--- config.mk ---
export PLATFORM = sky130hd
export DESIGN_NAME = booth_r4_multiplier_flat
export DESIGN_NICKNAME = d
export VERILOG_FILES = /design/src/rtl/booth_r4_multiplier_pkg.sv /design/src/rtl/booth_r4_multiplier_if.sv /design/src/rtl/booth_r4_multiplier_recoder.sv /design/src/rtl/booth_r4_multiplier.sv /design/src/flat_wrapper.sv
export SDC_FILE = /design/constraint.sdc
export NUM_CORES = 1
export LEC_CHECK = 0
export BUFFER_PORTS_ARGS = -buffer_cell sky130_fd_sc_hd__buf_2
export CORE_MARGIN = 2
export CORE_UTILIZATION = 29
export DETAILED_ROUTE_END_ITERATION = 16
export GPL_ROUTABILITY_DRIVEN = 0
export SLEW_MARGIN = 20
export SYNTH_ARGS = -nofsm -noshare
export SYNTH_HDL_FRONTEND = slang
export SYNTH_SLANG_ARGS = --single-unit
export TNS_END_PERCENT = 20
--- constraint.sdc ---
create_clock -name clk -period 3.6 [get_ports clk]
set_input_delay 0 -clock clk [delete_from_list [all_inputs] [get_ports clk]]
set_output_delay 0 -clock clk [all_outputs]
set_load 0.01 [all_outputs]
--- src/rtl/booth_r4_multiplier_pkg.sv ---
// Shared types for the radix-4 Booth multiplier: FSM states and recoded Booth digits.
package booth_pkg;

    typedef enum logic [1:0] {
        IDLE,
        CALC,
        DONE
    } state_e;

    typedef enum logic [2:0] {
        ZERO,
        P1,
        P2,
        M1,
        M2
    } booth_digit_e;

    function automatic booth_digit_e booth_decode(input logic [2:0] bits);
        booth_digit_e d;
        case (bits)
            3'b001, 3'b010: d = P1;
            3'b011:         d = P2;
            3'b100:         d = M2;
            3'b101, 3'b110: d = M1;
            default:        d = ZERO;
        endcase
        return d;
    endfunction

endpackage

--- src/rtl/booth_r4_multiplier_if.sv ---
// Operand/result handshake bundle for booth_r4_multiplier.
interface booth_r4_multiplier_if #(
    parameter int WIDTH = 8
);
    logic               in_valid;
    logic               in_ready;
    logic [WIDTH-1:0]   multiplicand;
    logic [WIDTH-1:0]   multiplier;
    logic               signed_mode;
    logic               abort;
    logic               out_valid;
    logic               out_ready;
    logic [2*WIDTH-1:0] product;
    logic               busy;

    modport master (
        output in_valid, multiplicand, multiplier, signed_mode, abort, out_ready,
        input  in_ready, out_valid, product, busy
    );

    modport slave (
        input  in_valid, multiplicand, multiplier, signed_mode, abort, out_ready,
        output in_ready, out_valid, product, busy
    );
endinterface

--- src/rtl/booth_r4_multiplier_recoder.sv ---
// Combinational radix-4 Booth recoder: three multiplier bits select 0, +/-M or +/-2M.
module booth_r4_recoder
    import booth_pkg::*;
#(
    parameter int E = 10
) (
    input  logic [2:0]   bits,
    input  logic [E-1:0] m_ext,
    output logic [E:0]   addend
);
    booth_digit_e digit;
    logic [E:0]   m1;
    logic [E:0]   m2;

    always_comb begin
        m1     = {m_ext[E-1], m_ext};
        m2     = {m_ext, 1'b0};
        digit  = booth_decode(bits);
        addend = '0;
        case (digit)
            P1:      addend = m1;
            P2:      addend = m2;
            M1:      addend = -m1;
            M2:      addend = -m2;
            default: addend = '0;
        endcase
    end
endmodule

--- src/rtl/booth_r4_multiplier.sv ---
// Sequential radix-4 Booth multiplier, WIDTH x WIDTH -> 2*WIDTH, signed or unsigned per op,
// with valid/ready on both sides and synchronous abort.
module booth_r4_multiplier
    import booth_pkg::*;
#(
    parameter int WIDTH = 8
) (
    input logic                clk,
    input logic                rst_n,
    booth_r4_multiplier_if.slave bus
);
    localparam int E  = WIDTH + 2;
    localparam int N  = E / 2;
    localparam int CW = $clog2(N + 1);
    localparam logic [CW-1:0] LAST = CW'(N - 1);

    if ((WIDTH < 4) || (WIDTH % 2 != 0)) begin : g_bad_width
        $error("booth_r4_multiplier: WIDTH must be even and >= 4");
    end

    state_e             state;
    state_e             state_next;
    logic [E:0]         acc;
    logic [E-1:0]       q_reg;
    logic               q_1;
    logic [E-1:0]       m_ext;
    logic [CW-1:0]      count;
    logic [2*WIDTH-1:0] product_r;

    logic [E:0]         addend;
    logic [E:0]         sum;
    logic [2*E+1:0]     shifted;
    logic               accept;
    logic               last_step;

    booth_r4_recoder #(.E(E)) u_recoder (
        .bits   ({q_reg[1:0], q_1}),
        .m_ext  (m_ext),
        .addend (addend)
    );

    // Abort outranks the input handshake, so a cancelled cycle never accepts.
    assign accept    = (state == IDLE) && bus.in_valid && !bus.abort;
    assign last_step = (count == LAST);

    always_comb begin
        sum     = acc + addend;
        shifted = $unsigned($signed({sum, q_reg, q_1}) >>> 2);
    end

    always_ff @(posedge clk or negedge rst_n) begin
        if (!rst_n) state <= IDLE;
        else        state <= state_next;
    end

    always_comb begin
        state_next = state;
        case (state)
            IDLE: if (accept) state_next = CALC;
            CALC: begin
                if (bus.abort)     state_next = IDLE;
                else if (last_step) state_next = DONE;
            end
            DONE: if (bus.abort || bus.out_ready) state_next = IDLE;
            default: state_next = IDLE;
        endcase
    end

    always_ff @(posedge clk or negedge rst_n) begin
        if (!rst_n) begin
            acc       <= '0;
            q_reg     <= '0;
            q_1       <= 1'b0;
            m_ext     <= '0;
            count     <= '0;
            product_r <= '0;
        end else begin
            case (state)
                IDLE: begin
                    if (accept) begin
                        m_ext <= bus.signed_mode ? {{2{bus.multiplicand[WIDTH-1]}}, bus.multiplicand}
                                                 : {2'b00, bus.multiplicand};
                        q_reg <= bus.signed_mode ? {{2{bus.multiplier[WIDTH-1]}}, bus.multiplier}
                                                 : {2'b00, bus.multiplier};
                        acc   <= '0;
                        q_1   <= 1'b0;
                        count <= '0;
                    end
                end
                CALC: begin
                    if (bus.abort) begin
                        count <= '0;
                    end else begin
                        acc   <= shifted[2*E+1:E+1];
                        q_reg <= shifted[E:1];
                        q_1   <= shifted[0];
                        count <= count + CW'(1);
                        // {A,Q} low half sits one bit above Q_1 in the shifted word.
                        if (last_step) product_r <= shifted[2*WIDTH:1];
                    end
                end
                DONE: begin
                    if (bus.abort) count <= '0;
                end
                default: count <= '0;
            endcase
        end
    end

    assign bus.in_ready  = (state == IDLE);
    assign bus.out_valid = (state == DONE);
    assign bus.busy      = (state != IDLE);
    assign bus.product   = product_r;

endmodule

--- src/flat_wrapper.sv ---
// flat-port wrapper written by rule: the top's interface ports become plain ports
module booth_r4_multiplier_flat import booth_pkg::*;
#(
    parameter int WIDTH = 8
)
  (clk, rst_n, bus_in_valid, bus_multiplicand, bus_multiplier, bus_signed_mode, bus_abort, bus_out_ready, bus_in_ready, bus_out_valid, bus_product, bus_busy);
  booth_r4_multiplier_if #(.WIDTH(WIDTH)) bus_i ();
  input logic clk;
  input logic rst_n;
  input wire logic [$bits(bus_i.in_valid)-1:0] bus_in_valid;
  input wire logic [$bits(bus_i.multiplicand)-1:0] bus_multiplicand;
  input wire logic [$bits(bus_i.multiplier)-1:0] bus_multiplier;
  input wire logic [$bits(bus_i.signed_mode)-1:0] bus_signed_mode;
  input wire logic [$bits(bus_i.abort)-1:0] bus_abort;
  input wire logic [$bits(bus_i.out_ready)-1:0] bus_out_ready;
  output wire logic [$bits(bus_i.in_ready)-1:0] bus_in_ready;
  output wire logic [$bits(bus_i.out_valid)-1:0] bus_out_valid;
  output wire logic [$bits(bus_i.product)-1:0] bus_product;
  output wire logic [$bits(bus_i.busy)-1:0] bus_busy;
  assign bus_i.in_valid = bus_in_valid;
  assign bus_i.multiplicand = bus_multiplicand;
  assign bus_i.multiplier = bus_multiplier;
  assign bus_i.signed_mode = bus_signed_mode;
  assign bus_i.abort = bus_abort;
  assign bus_i.out_ready = bus_out_ready;
  assign bus_in_ready = bus_i.in_ready;
  assign bus_out_valid = bus_i.out_valid;
  assign bus_product = bus_i.product;
  assign bus_busy = bus_i.busy;
  booth_r4_multiplier #(.WIDTH(WIDTH)) u_core (.clk(clk), .rst_n(rst_n), .bus(bus_i));
endmodule
==> summary.txt, run 1 <==
Outcome
  – Status: completed

Routing
  – Pre-Repair DR Iteration Count: 4
  – DRT iter0 DRCs: 139
  – Post-DR vias/cell: 5.04
  – # DRC: 0
  – Detailed-route via count: 2722
  – Post-route ant nets: 0
  – Post-Route WL: 7.51 mm
  – WL/cell: 13.9 um

Clocking
  – CTS max path bufs: 2
  – Clock-pin slew on the worst setup and hold paths: 100 ps
  – Worst-skew pair later-pin latency: 310 ps
  – Clock Sink Count: 50
  – Clk root buf: clkbuf_8
  – Clock buffer count from CTS: 5
  – H-tree Lvls: 2
  – CTS tree: yes

Global routing
  – Vias in the first global route: 2542
  – Antenna violations before repair: 0
  – Largest net degree at the start of global routing: 38
  – GRT Overall Usage: 13.5%
  – Total gr overflow: 0
  – First-pass GRT wire length: 12.5 mm

Placement
  – Post-DP HPWL: 5.29 mm
  – I/O Buffers: 40

Synthesis
  – Dominant synthesized flop cell: dfrtp_1
  – Avg Cell Area, Syn: 9.13 um2
  – Syn. warnings: 0
  – Syn Nets: 375
  – Synth top area share: 40.4%
  – Yosys reg bits: 50
  – Register area share after synthesis: 40.4%
  – EDFF count, synth: 0
  – Top post-synthesis cells by area: dfrtp_1, mux2_2, ha_1
  – Dominant cell type by area after synthesis: dfrtp_1
  – FFs w/ async S/R, synth: 100%
  – Mapped cell area: 3100 um2
  – Synth top cells by count: dfrtp_1, nand2_1, nor2_1
  – Most frequent cell after synthesis: dfrtp_1
  – Mapped Cells: 339
  – Cell variety after synth: 50

Floorplanning
  – IO Pins: 41
  – Site Rows: 37
  – Core Region: 10300 um2
  – Die width: 107 um
  – DIE HEIGHT: 107 um
  – Die area: 11500 um2
  – Initial core utilization: 30.0%

Pwr
  – Power density over the cells: 682 nW/um2
  – Leakage: 0.00183 uW
  – Total power: 2670 uW
  – Peak supply drop: 229 uV

Cells and area
  – Layout cell share with drive strength beyond 1: 27.0%
  – Area occupied by multi-input gates: 1790 um2
  – Utilization after layout: 37.9%
  – Max FFs per register: 16
  – Ant diodes: 0
  – Layout overhead on the synthesized area: 26.2%
  – Nets: 440
  – Fillers: 1029
  – Flip-flop and latch area: 1250 um2

Worst setup path
  – Worst Path Class, Setup: flop to flop
  – CP max FO: 5
  – Crit path launch type: flop
  – CP Capture Type: flop
  – CP required: 3830 ps
  – Crit path arrival time: 3560 ps

STA
  – Max-slew headroom: 37.7%
  – Final min period: 3330 ps
  – Setup TNS: 0 ps
  – Final period util: 92.5%
  – Hold Violations, Final: 0
  – Setup violators final: 0
  – Final hold slack: 73.2 ps
  – Worst-Margin Slew: 930 ps
  – Max Transition Viols Final: 0
  – Max Fclk: 0.300 GHz
  – Skew final: 7.41 ps

Job
  – Max-Cap Viols: 0

Hold path
  – HP Class: primary input to flop
[report_power, final]
| group | switching, uW | leakage (uW) | internal [uW] |
|---|---|---|---|
| sequential | 124 | 0.000643 | 686 |
| clock | 203 | 0.0000542 | 205 |
| combinational | 768 | 0.00113 | 681 |
[logic make-up after synthesis]
group / count (synthesis) / share of synthesized area, %
flops: 50 / 40.4
fa+ha+maj: 14 / 5.90
simple gates: 108 / 15.8
compound gates: 90 / 18.6
buf+inv: 32 / 4.24
xor+xnor: 17 / 5.05
mux: 28 / 9.98
[worst paths after layout]
| path | from | cells after the start | to | slack [ps] |
|---|---|---|---|---|
| min in group asynchronous | rst_n | 2 | u_core.bus.product[15] | 120 |
| hold / removal | bus_out_ready | 3 | u_core.state[1] | 70 |
| setup / recovery | u_core.m_ext[1] | 15 | u_core.acc[9] | 270 |
| setup reg to reg | u_core.m_ext[1] | 15 | u_core.acc[9] | 270 |
| hold reg to reg | u_core.bus.product[13] | 1 | u_core.bus.product[13] | 510 |
| max in group asynchronous | rst_n | 3 | u_core.bus.product[1] | 2690 |
[area by class of cell]
class / instances / share of cell area, %
Inverter: 8 / 0.768
Sequential cell: 50 / 32.0
Multi-Input combinational cell: 257 / 45.7
Timing Repair Buffer: 82 / 14.4
Clock inverter: 2 / 0.993
Tap cell: 136 / 4.35
Clock buffer: 5 / 1.76
[metrics by stage]
stage	cell area (um2)	cells	setup slack (ps)
4_1_cts	3800	535	32.7
3_5_place_dp	3500	509	16.1
2_1_floorplan	3100	339	34.2
5_1_grt	3910	540	-10.3
6_report	3910	540	270
3_3_place_gp	3500	509	62.9
[critical path, stage by stage, from the launching register on]
cell and delay, ps:
dfrtp_1 380, inv_1 100, ha_2 190, or3b_4 380, or3_4 380, nand4b_1 100, o21ai_0 100, a31oi_1 150
o21ai_0 110, ha_2 340, nand3_2 100, nor4_2 50, a2111oi_2 380, xor2_1 240, a21oi_1 110, o22ai_1 150
[per-layer routing]
metal	global-route usage, %	routed length, um	vias to the layer above
met5	0	0	-
li1	-	-	1339
met3	2.36	358	9
met2	21.9	3640	72
met4	3.99	108	0
met1	18.5	3400	1302
[layout by cell type (no fill, tap or decap), types with 3 or more instances in the layout]
cell type / count
a21o_1: 5
a21oi_1: 15
a31oi_1: 11
clkbuf_8: 5
nand2_1: 43
a211oi_1: 6
o22ai_1: 6
buf_2: 40
mux2i_1: 5
nor2b_1: 7
o21ai_1: 3
nor2_1: 33
xor2_1: 6
nor3_1: 3
a22o_1: 8
mux2_2: 23
xnor2_1: 9
o21ai_0: 20
dfrtp_1: 50
nand2b_1: 3
buf_4: 23
inv_1: 7
o21a_1: 3
dlygate4sd3_1: 19
ha_1: 9
[timing repair]
| item | CTS | global route |
|---|---|---|
| endpoints found under the hold margin | 31 | 0 |
| hold buffers | 19 | 0 |
| resized for setup | 1 | 14 |
| cloned | 0 | 0 |
| endpoints found under the setup margin | 1 | 2 |
| setup buffers | 0 | 5 |
| pin swaps | 0 | 6 |
(Power assumes the default switching activity.)
==> run 2, diff against run 1 <==
clock period = 2.9 ns   (was 3.6 ns; I/O delays follow)
==> summary.txt, run 2 (synthesized netlist as in run 1, its figures left out) <==
Clocking
  – Clock buffer count from CTS: 5 (unchanged)
  – H-tree Lvls: 2 (unchanged)
  – Worst-skew pair later-pin latency: 310 ps (about the same)
  – Clock-pin slew on the worst setup and hold paths: 110 ps (about the same)
  – CTS max path bufs: 2 (unchanged)
  – Clock Sink Count: 50 (unchanged)
  – Clk root buf: clkbuf_8
  – CTS tree: yes

Placement
  – Post-DP Area: 3730 um2 (+6.5%)
  – I/O Buffers: 40 (unchanged)
  – Post-DP HPWL: 5.75 mm (+8.8%)

Routing
  – Detailed-route via count: 2804 (+3.0%)
  – Pre-Repair DR Iteration Count: 5 (+1)
  – DRT iter0 DRCs: 73 (-47%)
  – # DRC: 0 (unchanged)
  – Post-Route WL: 8.04 mm (+7.0%)
  – Post-DR vias/cell: 4.98 (-1.2%)
  – Post-route ant nets: 0 (unchanged)
  – WL/cell: 14.3 um (+2.6%)

Hold path
  – Hold depth: 3 (unchanged)
  – HP Class: primary input to flop

Worst setup path
  – Buf/Inv on CP: 2 (+1)
  – CP max FO: 4 (-1)
  – Worst Path Class, Setup: flop to flop
  – R2R depth: 16 (+1)
  – Crit-path leading delay family: simple AND/OR/NAND/NOR gates
  – Instance count on the critical path: 16 (+1)
  – CP required: 3130 ps (-700 ps)
  – Slowest cell on crit path: or3_4
  – CP cell instances: inv_2 -> ha_4 -> or3b_4 -> or3_4 -> mux2i_1 -> o22ai_1 -> nand2_1 -> o21ai_1 -> ha_1 -> buf_6 -> nand4_1 -> o22ai_2 -> a2111oi_4 -> xor2_1 -> a21oi_1 -> o22ai_1
  – CP peak stage delay: 420 ps (+40 ps)
  – CP Capture Type: flop
  – Crit path launch type: flop
  – Crit path arrival time: 3460 ps (-100 ps)
  – CP most frequent cell: o22ai_1

STA
  – Max Fclk: 0.310 GHz (+3.2%)
  – Max-slew headroom: 40.2% (+2.5 points)
  – Setup TNS: -1270 ps (-1270 ps)
  – Worst-Margin Slew: 897 ps (-33.5 ps)
  – Final period util: 111% (+19 points)
  – Final worst slack: -326 ps (-597 ps)
  – Max Transition Viols Final: 0 (unchanged)
  – Hold Violations, Final: 0 (unchanged)
  – Setup violators final: 8 (+8)
  – RSZ-0062 raised after global routing: true
  – Skew final: 11.4 ps (+3.95 ps)
  – Final hold slack: 97.7 ps (+24.5 ps)
  – Final min period: 3230 ps (-103 ps)

Global routing
  – Most Used Layer, Global Route: met2
  – First-pass GRT wire length: 13.5 mm (+8.3%)
  – Largest net degree at the start of global routing: 40 (+5.3%)
  – Global Route met1 Usage: 18.9% (+0.38 points)
  – Total gr overflow: 0 (unchanged)
  – Antenna violations before repair: 0 (unchanged)
  – Grt met2 use: 25.7% (+3.8 points)
  – Met3 usage: 2.48% (+0.12 points)
  – Vias in the first global route: 2791 (+9.8%)
  – GRT Overall Usage: 14.5% (+0.99 points)

Floorplanning
  – Core Region: 10300 um2 (unchanged)
  – Site Rows: 37 (unchanged)
  – Die area: 11500 um2 (unchanged)
  – IO Pins: 41 (unchanged)
  – Die width: 107 um (unchanged)
  – DIE HEIGHT: 107 um (unchanged)
  – Initial core utilization: 30.0% (unchanged)

Cells and area
  – Max FFs per register: 16 (unchanged)
  – Nets: 462 (+5.0%)
  – Fin area: 4200 um2 (+7.5%)
  – Leading cell type in the layout, fill and taps excluded: dfrtp_1
  – Ant diodes: 0 (unchanged)
  – Layout overhead on the synthesized area: 35.7%
  – Most frequent cells in the layout: dfrtp_1, nand2_1, buf_4
  – Layout cell share with drive strength beyond 1: 34.4% (+7.4 points)

Outcome
  – Failing checks: negative setup slack
  – Status: finished, violations left

Pwr
  – Power density over the cells: 877 nW/um2 (+29%)
  – Leakage: 0.00197 uW (+7.9%)
  – Peak supply drop: 310 uV (+36%)

Job
  – Max-Cap Viols: 0 (unchanged)
[run 2: tightest hold or removal path, delay by kind of cell]
kind          cells  cell delay, ps
simple gates      2             300
buf+inv           1              80
[run 2: metal layers]
metal  wire [um]  up-vias
li1            -     1385
met1        3650     1368
met2        4090       47
met3         259        4
met4          40        0
met5           0        -
[run 2: what timing repair did]
item / 4_1_cts / 5_1_grt
cloned: 0 / 0
buffers inserted: 1 / 1
endpoints found under the hold margin: 56 / 0
setup endpoints to repair: 9 / 11
gates resized for setup: 18 / 15
hold buffers: 19 / 0
pin swaps: 4 / 13
[run 2: final cells by class]
class	count	area, um2
sequential	50	1250
clock inverter	3	47.5
multi-input combinational	257	1890
inverter	8	30.0
clock buffer	5	68.8
tap	136	170
fill	1026	6120
timing repair buffer	104	748
[run 2: power by group]
group	leakage (uW)	internal, uW	switching (uW)
registers	0.000643	851	143
logic	0.00127	1070	1100
clock network	0.0000591	264	260
total	0.00197	2180	1500
[run 2: per-stage QoR]
step | power, uW | utilization (%) | setup WS [ps] | cells
CTS | 3560 | 39.9 | -303 | 562
finish | 3690 | 40.7 | -326 | 563
global placement | 2820 | 36.1 | -378 | 534
detailed placement | 2870 | 36.1 | -461 | 534
floorplan | 2230 | - | -465 | 339
global route | 3950 | 40.7 | -488 | 563
[run 2: final timing paths]
| path | start | to | slack [ps] |
|---|---|---|---|
| min in group asynchronous | rst_n | u_core.bus.product[15] | 350 |
| hold / removal | bus_out_ready | u_core.state[1] | 100 |
| setup reg to reg | u_core.m_ext[0] | u_core.acc[9] | -330 |
| hold reg to reg | u_core.bus.product[13] | u_core.bus.product[13] | 510 |
| max in group asynchronous | rst_n | u_core.acc[5] | 1850 |
| setup / recovery | u_core.m_ext[0] | u_core.acc[9] | -330 |
==> run 3, diff against run 2 <==
ABC_AREA = 1   (was not set)
==> summary.txt, run 3 <==
Outcome
  – Status: completed

Synthesis
  – Cell variety after synth: 36 (-28%)
  – Syn. warnings: 0 (unchanged)
  – Mux contribution to synthesized area: 0% (-10 points)
  – Mapped Cells: 385 (+14%)
  – Most frequent cell after synthesis: nand2_1
  – Simple logic cell fraction of the synthesized area: 24.8% (+9.0 points)
  – FFs w/ async S/R, synth: 100% (unchanged)
  – Mapped cell area: 3030 um2 (-2.2%)
  – Dominant synthesized flop cell: dfrtp_1
  – Top post-synthesis cells by area: dfrtp_1, nand2_1, inv_1
  – EDFF count, synth: 0 (unchanged)
  – Synth top area share: 41.3% (+0.92 points)
  – Compound-Gate Fraction of Synth Area: 15.7% (-2.9 points)
  – Avg Cell Area, Syn: 7.86 um2 (-14%)
  – Dominant cell type by area after synthesis: dfrtp_1
  – Syn Nets: 421 (+12%)
  – Yosys reg bits: 50 (unchanged)
  – Register area share after synthesis: 41.3% (+0.92 points)
  – Main combinational cell family by area after synthesis: simple AND/OR/NAND/NOR gates
  – XOR/XNOR Fraction of Synth Area: 3.47% (-1.6 points)
  – Post-Synth Adder-Cell Area: 6.04% (+0.13 points)
  – Synth top cells by count: nand2_1, dfrtp_1, inv_1

Clocking
  – Clock-pin slew on the worst setup and hold paths: 100 ps (about the same)
  – Clock Sink Count: 50 (unchanged)
  – H-tree Lvls: 2 (unchanged)
  – Worst-skew pair later-pin latency: 310 ps (about the same)
  – CTS tree: yes
  – Clock buffer count from CTS: 5 (unchanged)
  – CTS max path bufs: 2 (unchanged)
  – Clk root buf: clkbuf_8

Pwr
  – Leakage: 0.00190 uW (-3.5%)
  – Peak supply drop: 289 uV (-6.7%)
  – Power density over the cells: 848 nW/um2 (-3.3%)
  – Total power: 3180 uW (-14%)

Cells and area
  – Utilization after layout: 36.7% (-4.0 points)
  – Ant diodes: 0 (unchanged)
  – Layout overhead on the synthesized area: 23.9%
  – Max FFs per register: 16 (unchanged)
  – Finished Layout Cells: 592 (+5.2%)
  – Layout cell share with drive strength beyond 1: 20.6% (-14 points)
  – Leading cell type in the layout, fill and taps excluded: nand2_1
  – Most frequent cells in the layout: nand2_1, dfrtp_1, inv_1
  – Nets: 491 (+6.3%)

Routing
  – Pre-Repair DR Iteration Count: 4 (-1)
  – WL/cell: 12.4 um (-13%)
  – Post-Route WL: 7.36 mm (-8.5%)
  – DRT iter0 DRCs: 83 (+14%)
  – Post-route ant nets: 0 (unchanged)
  – Detailed-route via count: 2717 (-3.1%)
  – # DRC: 0 (unchanged)
  – Post-DR vias/cell: 4.59 (-7.8%)

Worst setup path
  – CP peak stage delay: 380 ps (-40 ps)
  – Crit-path leading delay family: adder cells
  – Instance count on the critical path: 15 (-1)
  – Crit path capture: u_core.bus.product[13]
  – CP Launch Point: u_core.m_ext[1]
  – Buf/Inv on CP: 4 (+2)
  – Reg2Reg Launch Point: u_core.m_ext[1]
  – Crit path arrival time: 2830 ps (-630 ps)
  – Worst Path Class, Setup: flop to flop
  – CP required: 3110 ps (-20 ps)
  – CP most frequent cell: inv_1
  – CP max FO: 5 (+1)
  – CP Capture Type: flop
  – CP cell instances: inv_1 -> ha_2 -> nand2_1 -> xor2_1 -> inv_1 -> a21oi_1 -> o21ai_0 -> ha_1 -> inv_1 -> o21bai_1 -> a21oi_1 -> inv_1 -> or2_2 -> nand3_1 -> nand2_1
  – Reg2reg end: u_core.bus.product[13]
  – R2R depth: 15 (-1)
  – Crit path launch type: flop
  – Slowest cell on crit path: dfrtp_1
  – Worst reg2reg setup slack: 270 ps (+600 ps)

Hold path
  – HP Class: primary input to flop

Floorplanning
  – Site Rows: 37 (unchanged)
  – Die width: 106 um (-1.1%)
  – Die area: 11300 um2 (-2.1%)
  – Initial core utilization: 29.6% (-0.40 points)
  – IO Pins: 41 (unchanged)
  – Core Region: 10200 um2 (-0.90%)
  – DIE HEIGHT: 106 um (-1.1%)

STA
  – Final hold slack: 38.1 ps (-59.6 ps)
  – Max Fclk: 0.381 GHz (+23%)
  – Max-slew headroom: 50.3% (+10 points)
  – Max Transition Viols Final: 0 (unchanged)
  – Setup violators final: 0 (-8)
  – Final min period: 2630 ps (-599 ps)
  – Skew final: 9.09 ps (-2.26 ps)
  – Hold Violations, Final: 0 (unchanged)
  – Worst-Margin Slew: 745 ps (-152 ps)
  – Final period util: 90.6% (-21 points)

Placement
  – I/O Buffers: 40 (unchanged)
  – Post-DP HPWL: 5.38 mm (-6.4%)
  – DP Cell Count: 557 (+4.3%)

Global routing
  – GRT Overall Usage: 13.8% (-0.78 points)
  – Antenna violations before repair: 0 (unchanged)
  – Total gr overflow: 0 (unchanged)
  – Vias in the first global route: 2679 (-4.0%)
  – First-pass GRT wire length: 12.6 mm (-7.2%)
  – Largest net degree at the start of global routing: 33 (-18%)

Job
  – Max-Cap Viols: 0 (unchanged)
[run 3: worst min path at each step]
stage               startpoint               endpoint  slack, ps  depth (start not counted)
CTS                  bus_abort        u_core.state[0]         40                          4
detailed placement       rst_n  u_core.bus.product[3]        110                          1
floorplan                rst_n          u_core.acc[0]       -300                          0
global placement         rst_n  u_core.bus.product[3]        110                          1
global route         bus_abort        u_core.state[0]         60                          4
finish               bus_abort        u_core.state[0]         40                          4
[run 3: tightest hold or removal path: stages]
cell     delay (ps)
buf_2           140
nor2_8           80
nand2_1          50
nand2_1          40
[run 3: area by class of cell]
cell class / count / area (um2)
timing repair buffer: 69 / 468
inverter: 56 / 218
sequential: 50 / 1250
multi-input combinational: 273 / 1550
fill: 1076 / 6480
clock inverter: 3 / 25.0
clock buffer: 5 / 68.8
tap: 136 / 170
[run 3: per-layer routing]
| layer | wire, um | track usage, % | part of all wire, % | vias to the layer above |
|---|---|---|---|---|
| met5 | 0 | 0 | 0 | - |
| met4 | 90 | 5.17 | 1.2 | 0 |
| met3 | 271 | 2.45 | 3.7 | 6 |
| met2 | 3360 | 22.3 | 46 | 44 |
| met1 | 3630 | 18.3 | 49 | 1270 |
| li1 | - | - | - | 1397 |
[run 3: repair_timing]
| item | CTS | global route |
|---|---|---|
| setup buffers | 0 | 7 |
| gates resized for setup | 0 | 12 |
| hold buffers | 20 | 0 |
| endpoints found under the hold margin | 50 | 0 |
| endpoints found under the setup margin | 0 | 7 |
[run 3: kinds of logic (layout without fill, tap and decap cells)]
| kind of cell | count (synthesis) | in the layout |
|---|---|---|
| simple gates | 170 | 170 |
| compound gates | 77 | 77 |
| buf+inv | 62 | 133 |
| flops | 50 | 50 |
| fa+ha+maj | 14 | 14 |
| xor+xnor | 12 | 12 |
[run 3: stage by stage]
step | cell area (um2) | setup TNS [ps] | worst slack, ps
floorplan | 3030 | 0 | 552
global placement | 3370 | 0 | 208
detailed placement | 3370 | 0 | 210
CTS | 3660 | 0 | 170
global route | 3750 | -1.82 | -1.82
finish | 3750 | 0 | 273
[run 3: where the power goes]
group          internal (uW)  switching [uW]
Clock                    175             261
Combinational            684            1020
Sequential               905             141
Total                   1760            1420
